<file path="src/rtl/serial_parity_frame_ctrl.sv">
// Serial frame receiver: DATA_BITS data bits (LSB first) followed by one even-parity bit.
// Define SERIAL_PARITY_ERR_COUNT_EN to add a saturating 8-bit parity error counter (err_count).
module serial_parity_frame_ctrl #(
   parameter int unsigned DATA_BITS = 8
) (
   input  logic                 clk,
   input  logic                 reset,
   input  logic                 serial_input,
   input  logic                 start,
   output logic                 busy,
   output logic                 frame_valid,
   output logic [DATA_BITS-1:0] data_out,
`ifdef SERIAL_PARITY_ERR_COUNT_EN
   output logic                 parity_error,
   output logic [7:0]           err_count
`else
   output logic                 parity_error
`endif
);

   localparam int unsigned CntW = (DATA_BITS > 1) ? $clog2(DATA_BITS) : 1;
   localparam logic [CntW-1:0] LastBit = CntW'(DATA_BITS - 1);

   typedef enum logic [1:0] {
      StIdle,
      StData,
      StParity,
      StDone
   } state_e;

   state_e               state_q, state_d;
   logic [CntW-1:0]      cnt_q, cnt_d;
   logic                 run_par_q, run_par_d;
   logic [DATA_BITS-1:0] word_q, word_d;
   logic                 busy_q, busy_d;
   logic                 frame_valid_q, frame_valid_d;
   logic [DATA_BITS-1:0] data_out_q, data_out_d;
   logic                 parity_error_q, parity_error_d;

   always_comb begin
      state_d        = state_q;
      cnt_d          = cnt_q;
      run_par_d      = run_par_q;
      word_d         = word_q;
      frame_valid_d  = 1'b0;
      data_out_d     = data_out_q;
      parity_error_d = parity_error_q;

      case (state_q)
         StIdle: begin
            if (start) begin
               state_d   = StData;
               cnt_d     = '0;
               run_par_d = 1'b0;
            end
         end
         StData: begin
            word_d[cnt_q] = serial_input;
            run_par_d     = run_par_q ^ serial_input;
            cnt_d         = cnt_q + 1'b1;
            if (cnt_q == LastBit) begin
               state_d = StParity;
            end
         end
         StParity: begin
            state_d        = StDone;
            frame_valid_d  = 1'b1;
            data_out_d     = word_q;
            parity_error_d = run_par_q ^ serial_input;
         end
         StDone: begin
            // start held through DONE chains straight into the next frame
            if (start) begin
               state_d   = StData;
               cnt_d     = '0;
               run_par_d = 1'b0;
            end else begin
               state_d = StIdle;
            end
         end
         default: state_d = StIdle;
      endcase

      busy_d = (state_d == StData) || (state_d == StParity);
   end

   always_ff @(posedge clk or negedge reset) begin
      if (!reset) begin
         state_q        <= StIdle;
         cnt_q          <= '0;
         run_par_q      <= 1'b0;
         word_q         <= '0;
         busy_q         <= 1'b0;
         frame_valid_q  <= 1'b0;
         data_out_q     <= '0;
         parity_error_q <= 1'b0;
      end else begin
         state_q        <= state_d;
         cnt_q          <= cnt_d;
         run_par_q      <= run_par_d;
         word_q         <= word_d;
         busy_q         <= busy_d;
         frame_valid_q  <= frame_valid_d;
         data_out_q     <= data_out_d;
         parity_error_q <= parity_error_d;
      end
   end

   assign busy         = busy_q;
   assign frame_valid  = frame_valid_q;
   assign data_out     = data_out_q;
   assign parity_error = parity_error_q;

`ifdef SERIAL_PARITY_ERR_COUNT_EN
   logic [7:0] err_count_q, err_count_d;

   always_comb begin
      err_count_d = err_count_q;
      if ((state_q == StDone) && parity_error_q && (err_count_q != 8'hFF)) begin
         err_count_d = err_count_q + 8'd1;
      end
   end

   always_ff @(posedge clk or negedge reset) begin
      if (!reset) begin
         err_count_q <= 8'd0;
      end else begin
         err_count_q <= err_count_d;
      end
   end

   assign err_count = err_count_q;
`endif

endmodule
</file>
<file path="config.mk">
export PLATFORM = sky130hd
export DESIGN_NAME = serial_parity_frame_ctrl
export DESIGN_NICKNAME = d
export VERILOG_FILES = /design/src/rtl/serial_parity_frame_ctrl.sv
export SDC_FILE = /design/constraint.sdc
export NUM_CORES = 1
export LEC_CHECK = 0
export CAP_MARGIN = 20
export CORE_MARGIN = 10
export CORE_UTILIZATION = 47
export DETAILED_ROUTE_END_ITERATION = 16
export HOLD_SLACK_MARGIN = 0.08
export PLACE_DENSITY_LB_ADDON = 0.3
export SETUP_SLACK_MARGIN = 0.5
export SYNTH_ARGS = -nofsm -noshare
export SYNTH_HDL_FRONTEND = slang
export SYNTH_SLANG_ARGS = --single-unit
</file>
<file path="constraint.sdc">
create_clock -name clk -period 1.4 [get_ports clk]
set_input_delay 0.28 -clock clk [delete_from_list [all_inputs] [get_ports clk]]
set_output_delay 0.28 -clock clk [all_outputs]
set_load 0.02 [all_outputs]
</file>
==> results of run 1 <==
## power groups by stage
stage	Combinational [mW]	Sequential, mW	Clock [mW]
detailed placement	1.27	1.12	0
CTS	1.58	1.12	0.321
global route	2.05	1.17	0.369
global placement	1.24	1.11	0
floorplan	0.802	1.19	0
finish	1.93	1.14	0.328
## cells in the mapped netlist
cell      count  area share (%)
o21bai_1      1            0.66
a21oi_1       2            0.88
buf_4         1            0.66
nand2b_1      1            0.55
xor2_1        1            0.77
nor2_1        4             1.3
mux2_2       12              12
nand4b_1      2             1.5
o21ai_0       2            0.88
nor3b_1       2             1.3
inv_1         3            0.99
a22o_1        1            0.77
a32o_1        2             1.8
xnor2_1       2             1.5
dfrtp_1      25              55
mux2_1        4             4.0
mux2i_1       1            0.88
clkinv_1      1            0.33
o221ai_2      1             1.3
a221oi_2      1             1.3
buf_2         1            0.44
clkbuf_1      3            0.99
nand2_1       4             1.3
nand4_1       1            0.55
ha_1          6             6.6
nand3_1       1            0.44
nor3_1        2            0.88
## layout make-up
| type | instances | area [µm²] | area share (%) |
|---|---|---|---|
| multi-input combinational | 53 | 663 | 37.2 |
| sequential | 25 | 626 | 35.1 |
| timing repair buffer | 42 | 412 | 23.1 |
| tap | 28 | 35.0 | 1.97 |
| clock buffer | 3 | 22.5 | 1.26 |
| inverter | 4 | 17.5 | 0.984 |
| clock inverter | 1 | 5.00 | 0.281 |
## registers in the layout, indices dropped and copies added (netlist names)
signal        cells
data_out          8
word_q            8
cnt_q             3
state_q           2
busy              1
frame_valid       1
parity_error      1
run_par_q         1
## worst min path at each step
stage                       endpoint  cells after the start  slack, ns
final                     state_q[1]                      2       0.30
after global routing       word_q[2]                      2       0.33
after CTS                  word_q[6]                      2       0.31
after detailed placement   word_q[7]                      1       0.48
after global placement     word_q[7]                      1       0.48
after floorplan                 busy                      0      -0.02
## what timing repair did
item                                   4_1_cts  5_1_grt
endpoints found under the hold margin        0        0
buffers inserted                            10        9
pin swaps                                    6        6
setup endpoints to repair                   36       36
hold buffers                                 0        0
resized for setup                           79       20
## worst max-delay path, delay by kind of cell (launching register included)
kind	cells	cell delay, ns
adder cells (fa/ha/maj)	2	0.45
XOR/XNOR	1	0.20
AO/OA/AOI/OAI	2	0.38
flip-flops	1	0.41
## routing by layer
layer  track usage (%)  routed length, µm  vias up
met1              12.0               1210      418
li1                  -                  -      389
met5                 0                  0        -
met2              15.7               1480       19
met3              3.00                136        2
met4              3.99                 17        0
## kinds of logic (layout without fill, tap and decap cells)
family / after synthesis / in the layout
AO/OA/AOI/OAI: 10 / 10
buffers and inverters: 9 / 50
adder cells (fa/ha/maj): 6 / 6
XOR/XNOR: 3 / 3
multiplexers: 17 / 17
AND/OR/NAND/NOR: 17 / 17
flip-flops: 25 / 25
==> run_results.csv, run 1 <==
group,metric,value,unit
status,status,"finished, violations left",
status,violations,"setup timing",
critical_path,max_stage_delay,0.41,ns
routing,avgRoutedWirePerCell,18.2,µm
place,portBuffers,14,
sta,layout_setup_ws,-0.111,ns
critical_path,critPathSlowestCell,"dfrtp_1",
pwr,power_density,1910,nW/µm²
pwr,seqPwrFrac,33.5,%
pwr,comb_power_share,56.9,%
critical_path,cp-start-kind,"register",
critical_path,r2r_start,"cnt_q[0]",
yosys,synth_cell_types,27,
clocking,clockRootBuffer,"clkbuf_4",
global_routing,grt_pass1_wl,4050,µm
clocking,h-tree-depth,1,
die,die-width,69.1,µm
die,fp.dieArea,4770,µm²
sta,period_share,108,%
routing,viasPerCell,5.31,
yosys,synth_top_family_by_area,"multiplexers",
critical_path,critical_path_class,"register to register",
yosys,synth-adder-area-share,6.63,%
sta,hold_viol,0,
pwr,clkPwrFrac,9.7,%
place,gp_congestion,0.700,
routing,vias,828,
sta,finalClockSkew,0.00133,ns
global_routing,grt_pass1_vias,815,
finish,syn_to_final_growth,57.2,%
global_routing,track_usage,9.88,%
clocking,path_clk_slew,0.14,ns
clocking,cts_max_path_buffers,2,
yosys,synthCells,87,
finish,drive_gt1_share,62.5,%
routing,drc,0,
pwr,p_total,3.40,mW
finish,finalInstanceArea,1780,µm²
flow_run,drv_cap,0,
routing,drt_iter0_markers,64,
place,dp.cells,133,
yosys,synthMuxAreaShare,16.8,%
global_routing,antenna_found_initial,0,
place,dp_slack,-0.0553,ns
sta,fin_crit,1.51,ns
critical_path,r2r_cells,5,
routing,wl,2840,µm
yosys,synth_xor_area_share,2.32,%
die,core,2250,µm²
sta,hold_slack,0.301,ns
yosys,synth_nets,97,
yosys,syn-cell-area,1130,µm²
yosys,synthSimpleGateAreaFrac,7.96,%
die,rows,17,
sta,final_max_slew_viol_count,0,
critical_path,setup.worst_path.start,"cnt_q[0]",
sta,tightest_slew,0.314,ns
critical_path,cp.required,1.65,ns
die,start_util,50.2,%
sta,rsz0062_at_grt,"true",
sta,max_freq,662,MHz
sta,tns,-0.358,ns
pwr,p_leak,0.817,nW
finish,num-fill-cells,132,
finish,nets,139,
finish,diodes,0,
yosys,synth_compound_area_share,7.62,%
critical_path,arrival,1.76,ns
finish,mostFrequentLayoutCells,"dfrtp_1 (25), buf_4 (20), buf_6 (17), mux2_4 (16)",
global_routing,grt_start_max_net_pins,26,
clocking,cts_made_buffers,3,
die,io_pins,15,
yosys,synth_seq_cells,25,
routing,ant_nets,0,
routing,drt_first_pass_iters,4,
yosys,ys_seq_area_share,55.2,%
yosys,avgSynthCellArea,13.0,µm²
critical_path,critPathCapture,"busy",
critical_path,cp_max_fo,3,
yosys,ys_warn_count,0,
sta,setup_violations,10,
clocking,cts.sinks,25,
hold_path,min_path_type,"primary input to asynchronous set/reset pin",
pwr,p_int,2.21,mW
global_routing,grt-ovfl-total,0,
pwr,p_sw_share,35.0,%
clocking,cts_tree,"done",
critical_path,endpoint_kind,"register",
critical_path,reg2reg_slack,-0.11,ns
pwr,ir_drop,1.28,mV
finish,instances_no_fill,156,
clocking,clock_latency,0.32,ns
place,place_area,1460,µm²
die,die_h,69.1,µm
finish,fin_util,79.0,%
critical_path,rr_endpoint,"busy",
pwr,p_sw,1.19,mW
critical_path,crit_chain,"ha_1, ha_2, o21bai_4, a221oi_2, xor2_1",
finish,final_common_cell,"dfrtp_1",
sta,max_slew_margin,78.9,%
place,place_hpwl,1490,µm
Power figures use the tool's default switching activity.
==> run 2: changes to the inputs <==
Settings changed: ABC_AREA set to 1.
==> run 2 against run 1 <==
Net effect:
- the run now ends clean
- utilization is 9.5 points lower
- cell area is 12% lower
- hold slack better by 0.0042 ns
- critical path type unchanged
- sequential power is 13% higher
- synthesized area is 0.77% lower
- global-route usage is 0.61 points higher
- clock skew is 0.0047 ns higher
- cell count is 13% higher
- first-iteration DRC count is 44% lower
- critical endpoint is now word_q[0]
- clock-buffer cell count is 1 higher
- synthesized cell count is 40% higher
==> run_results.csv, run 2 <==
group,metric,value,unit
yosys,synthTopCellsByArea,"dfrtp_1 (56%), nand2_1 (14%), ha_1 (6.7%)",
routing,avgRoutedWirePerCell,13.3,µm
yosys,ys_seq_area_share,55.7,%
global_routing,antenna_found_initial,0,
die,rows,17,
finish,nets,160,
die,die-width,68.9,µm
die,start_util,49.8,%
hold_path,min_path_type,"primary input to asynchronous set/reset pin",
global_routing,track_usage,10.5,%
routing,vias,866,
sta,max_freq,764,MHz
yosys,synth_cell_types,19,
clocking,cts_made_buffers,3,
sta,tns,0,ns
pwr,ir_drop,1.56,mV
global_routing,grt-ovfl-total,0,
critical_path,critPathSlowestCell,"dfrtp_2",
sta,layout_setup_ws,0.0913,ns
die,io_pins,15,
yosys,synth_seq_cells,25,
die,die_h,68.9,µm
yosys,avgSynthCellArea,9.21,µm²
yosys,yosys.area.top_type_share,55.7,%
clocking,clockRootBuffer,"clkbuf_4",
flow_run,drv_cap,0,
yosys,synth_edf_count,0,
finish,diodes,0,
global_routing,grt_pass1_vias,843,
clocking,path_clk_slew,0.13,ns
routing,viasPerCell,4.89,
place,gp_congestion,0.793,
die,core,2250,µm²
pwr,p_leak,0.754,nW
clocking,clock_latency,0.32,ns
yosys,syn-cell-area,1120,µm²
critical_path,critPathBufInv,2,
finish,drive_gt1_share,38.9,%
yosys,synth_commonest_cells,"nand2_1 (42), dfrtp_1 (25), inv_1 (12)",
critical_path,critPathTopFamily,"flip-flops",
die,fp.dieArea,4750,µm²
yosys,ys_warn_count,0,
global_routing,grt_pass1_wl,3730,µm
sta,setup_violations,0,
critical_path,reg2reg_slack,0.09,ns
yosys,async_flop_share,100,%
sta,max_slew_margin,78.5,%
routing,drc,0,
clocking,h-tree-depth,1,
critical_path,cp-start-kind,"register",
finish,final_common_cell,"nand2_1",
place,portBuffers,14,
status,status,"finished, final reports clean",
critical_path,endpoint_kind,"register",
sta,fin_crit,1.31,ns
sta,final_max_slew_viol_count,0,
sta,finalClockSkew,0.00599,ns
clocking,cts.sinks,25,
sta,rsz0062_at_grt,"true",
yosys,synth_nets,132,
place,dp_slack,0.0391,ns
critical_path,critical_path_class,"register to register",
critical_path,cp_max_fo,5,
sta,hold_viol,0,
routing,drt_first_pass_iters,5,
yosys,yosysTopAreaCell,"dfrtp_1",
routing,ant_nets,0,
global_routing,grt_start_max_net_pins,26,
clocking,cts_max_path_buffers,2,
routing,wl,2350,µm
place,dp.cells,166,
critical_path,crit_chain,"inv_4, ha_4, inv_2, nor2_4, a21oi_2, a31oi_1",
pwr,power_density,2410,nW/µm²
critical_path,cp.required,1.63,ns
yosys,synthFlopType,"dfrtp_1",
finish,syn_to_final_growth,39.3,%
critical_path,max_stage_delay,0.48,ns
clocking,cts_tree,"done",
critical_path,arrival,1.54,ns
place,place_hpwl,1600,µm
finish,num-fill-cells,181,
finish,instances_no_fill,177,
sta,period_share,93.5,%
routing,drt_iter0_markers,36,
sta,tightest_slew,0.323,ns
yosys,synth_most_common_cell,"nand2_1",
yosys,synthCells,122,
finish,mostFrequentLayoutCells,"nand2_1 (38), dfrtp_1 (21), buf_6 (13), buf_4 (8), inv_1 (7)",
==> run 2: cell count changes after synthesis, sizes merged, moves of 2 or more <==
cell and delta:
a21oi +3, a31oi +4, a32o -2, clkbuf -3, inv +10, mux2 -16, nand2 +40, nand3 +3
nand4b -2, nor2 +3, nor3b -2, o21ai +6
==> run 2: metal layers <==
metal	part of all wire, %	track usage, %	wire length, µm	vias to the layer above
li1	-	-	-	447
met1	41	11.9	974	398
met2	50	17.6	1180	15
met3	6.0	3.06	140	6
met4	2.3	5.17	53	0
met5	0	0	0	-
==> run 2: what timing repair did <==
| action | CTS | global route |
|---|---|---|
| cloned | 0 | 0 |
| buffers inserted | 5 | 2 |
| pin swaps | 6 | 3 |
| hold buffers | 0 | 0 |
| setup endpoints to repair | 36 | 36 |
| gates resized for setup | 84 | 16 |
==> run 2: layout make-up <==
class | instances | area (µm²) | share of cell area [%]
multi-input cells | 82 | 558 | 35.7
clock buffers | 4 | 26.3 | 1.68
repair buffers | 25 | 256 | 16.4
well taps | 28 | 35.0 | 2.24
inverters | 13 | 58.8 | 3.76
flip-flops and latches | 25 | 631 | 40.3
==> run 2: final timing paths <==
check / from / endpoint / cells after the start
hold / removal: reset / word_q[1] / 2
min in group clk: word_q[4] / data_out[4] / 2
hold reg to reg: word_q[4] / data_out[4] / 2
max in group asynchronous: reset / cnt_q[1] / 2
setup reg to reg: state_q[1] / word_q[0] / 6
setup / recovery: state_q[1] / word_q[0] / 6
==> run 2: logic make-up (layout without fill, tap and decap cells) <==
group,count (synthesis),after routing,synth area share (%)
adder cells (fa/ha/maj),6,6,6.68
multiplexers,1,1,0.891
AO/OA/AOI/OAI,18,18,8.57
AND/OR/NAND/NOR,56,56,21.0
XOR/XNOR,1,1,0.780
flip-flops,25,25,55.7
buffers and inverters,15,42,6.35
==> run 2: power breakdown <==
group	switching, mW	total, mW	internal (mW)	leakage [nW]
logic	1.13	2.16	1.03	0.441
registers	0.246	1.29	1.04	0.297
clock network	0.207	0.319	0.111	0.0150
total	1.59	3.77	2.18	0.754
==> run 2: through the flow <==
step	instance area (µm²)	hold WS [ns]	power, mW	utilization, %
4_1_cts	1480	0.309	3.43	65.8
2_1_floorplan	1160	-0.0156	2.25	-
6_report	1570	0.305	3.77	69.4
5_1_grt	1570	0.331	4.03	69.4
3_3_place_gp	1340	0.453	2.69	59.5
3_5_place_dp	1340	0.458	2.78	59.5
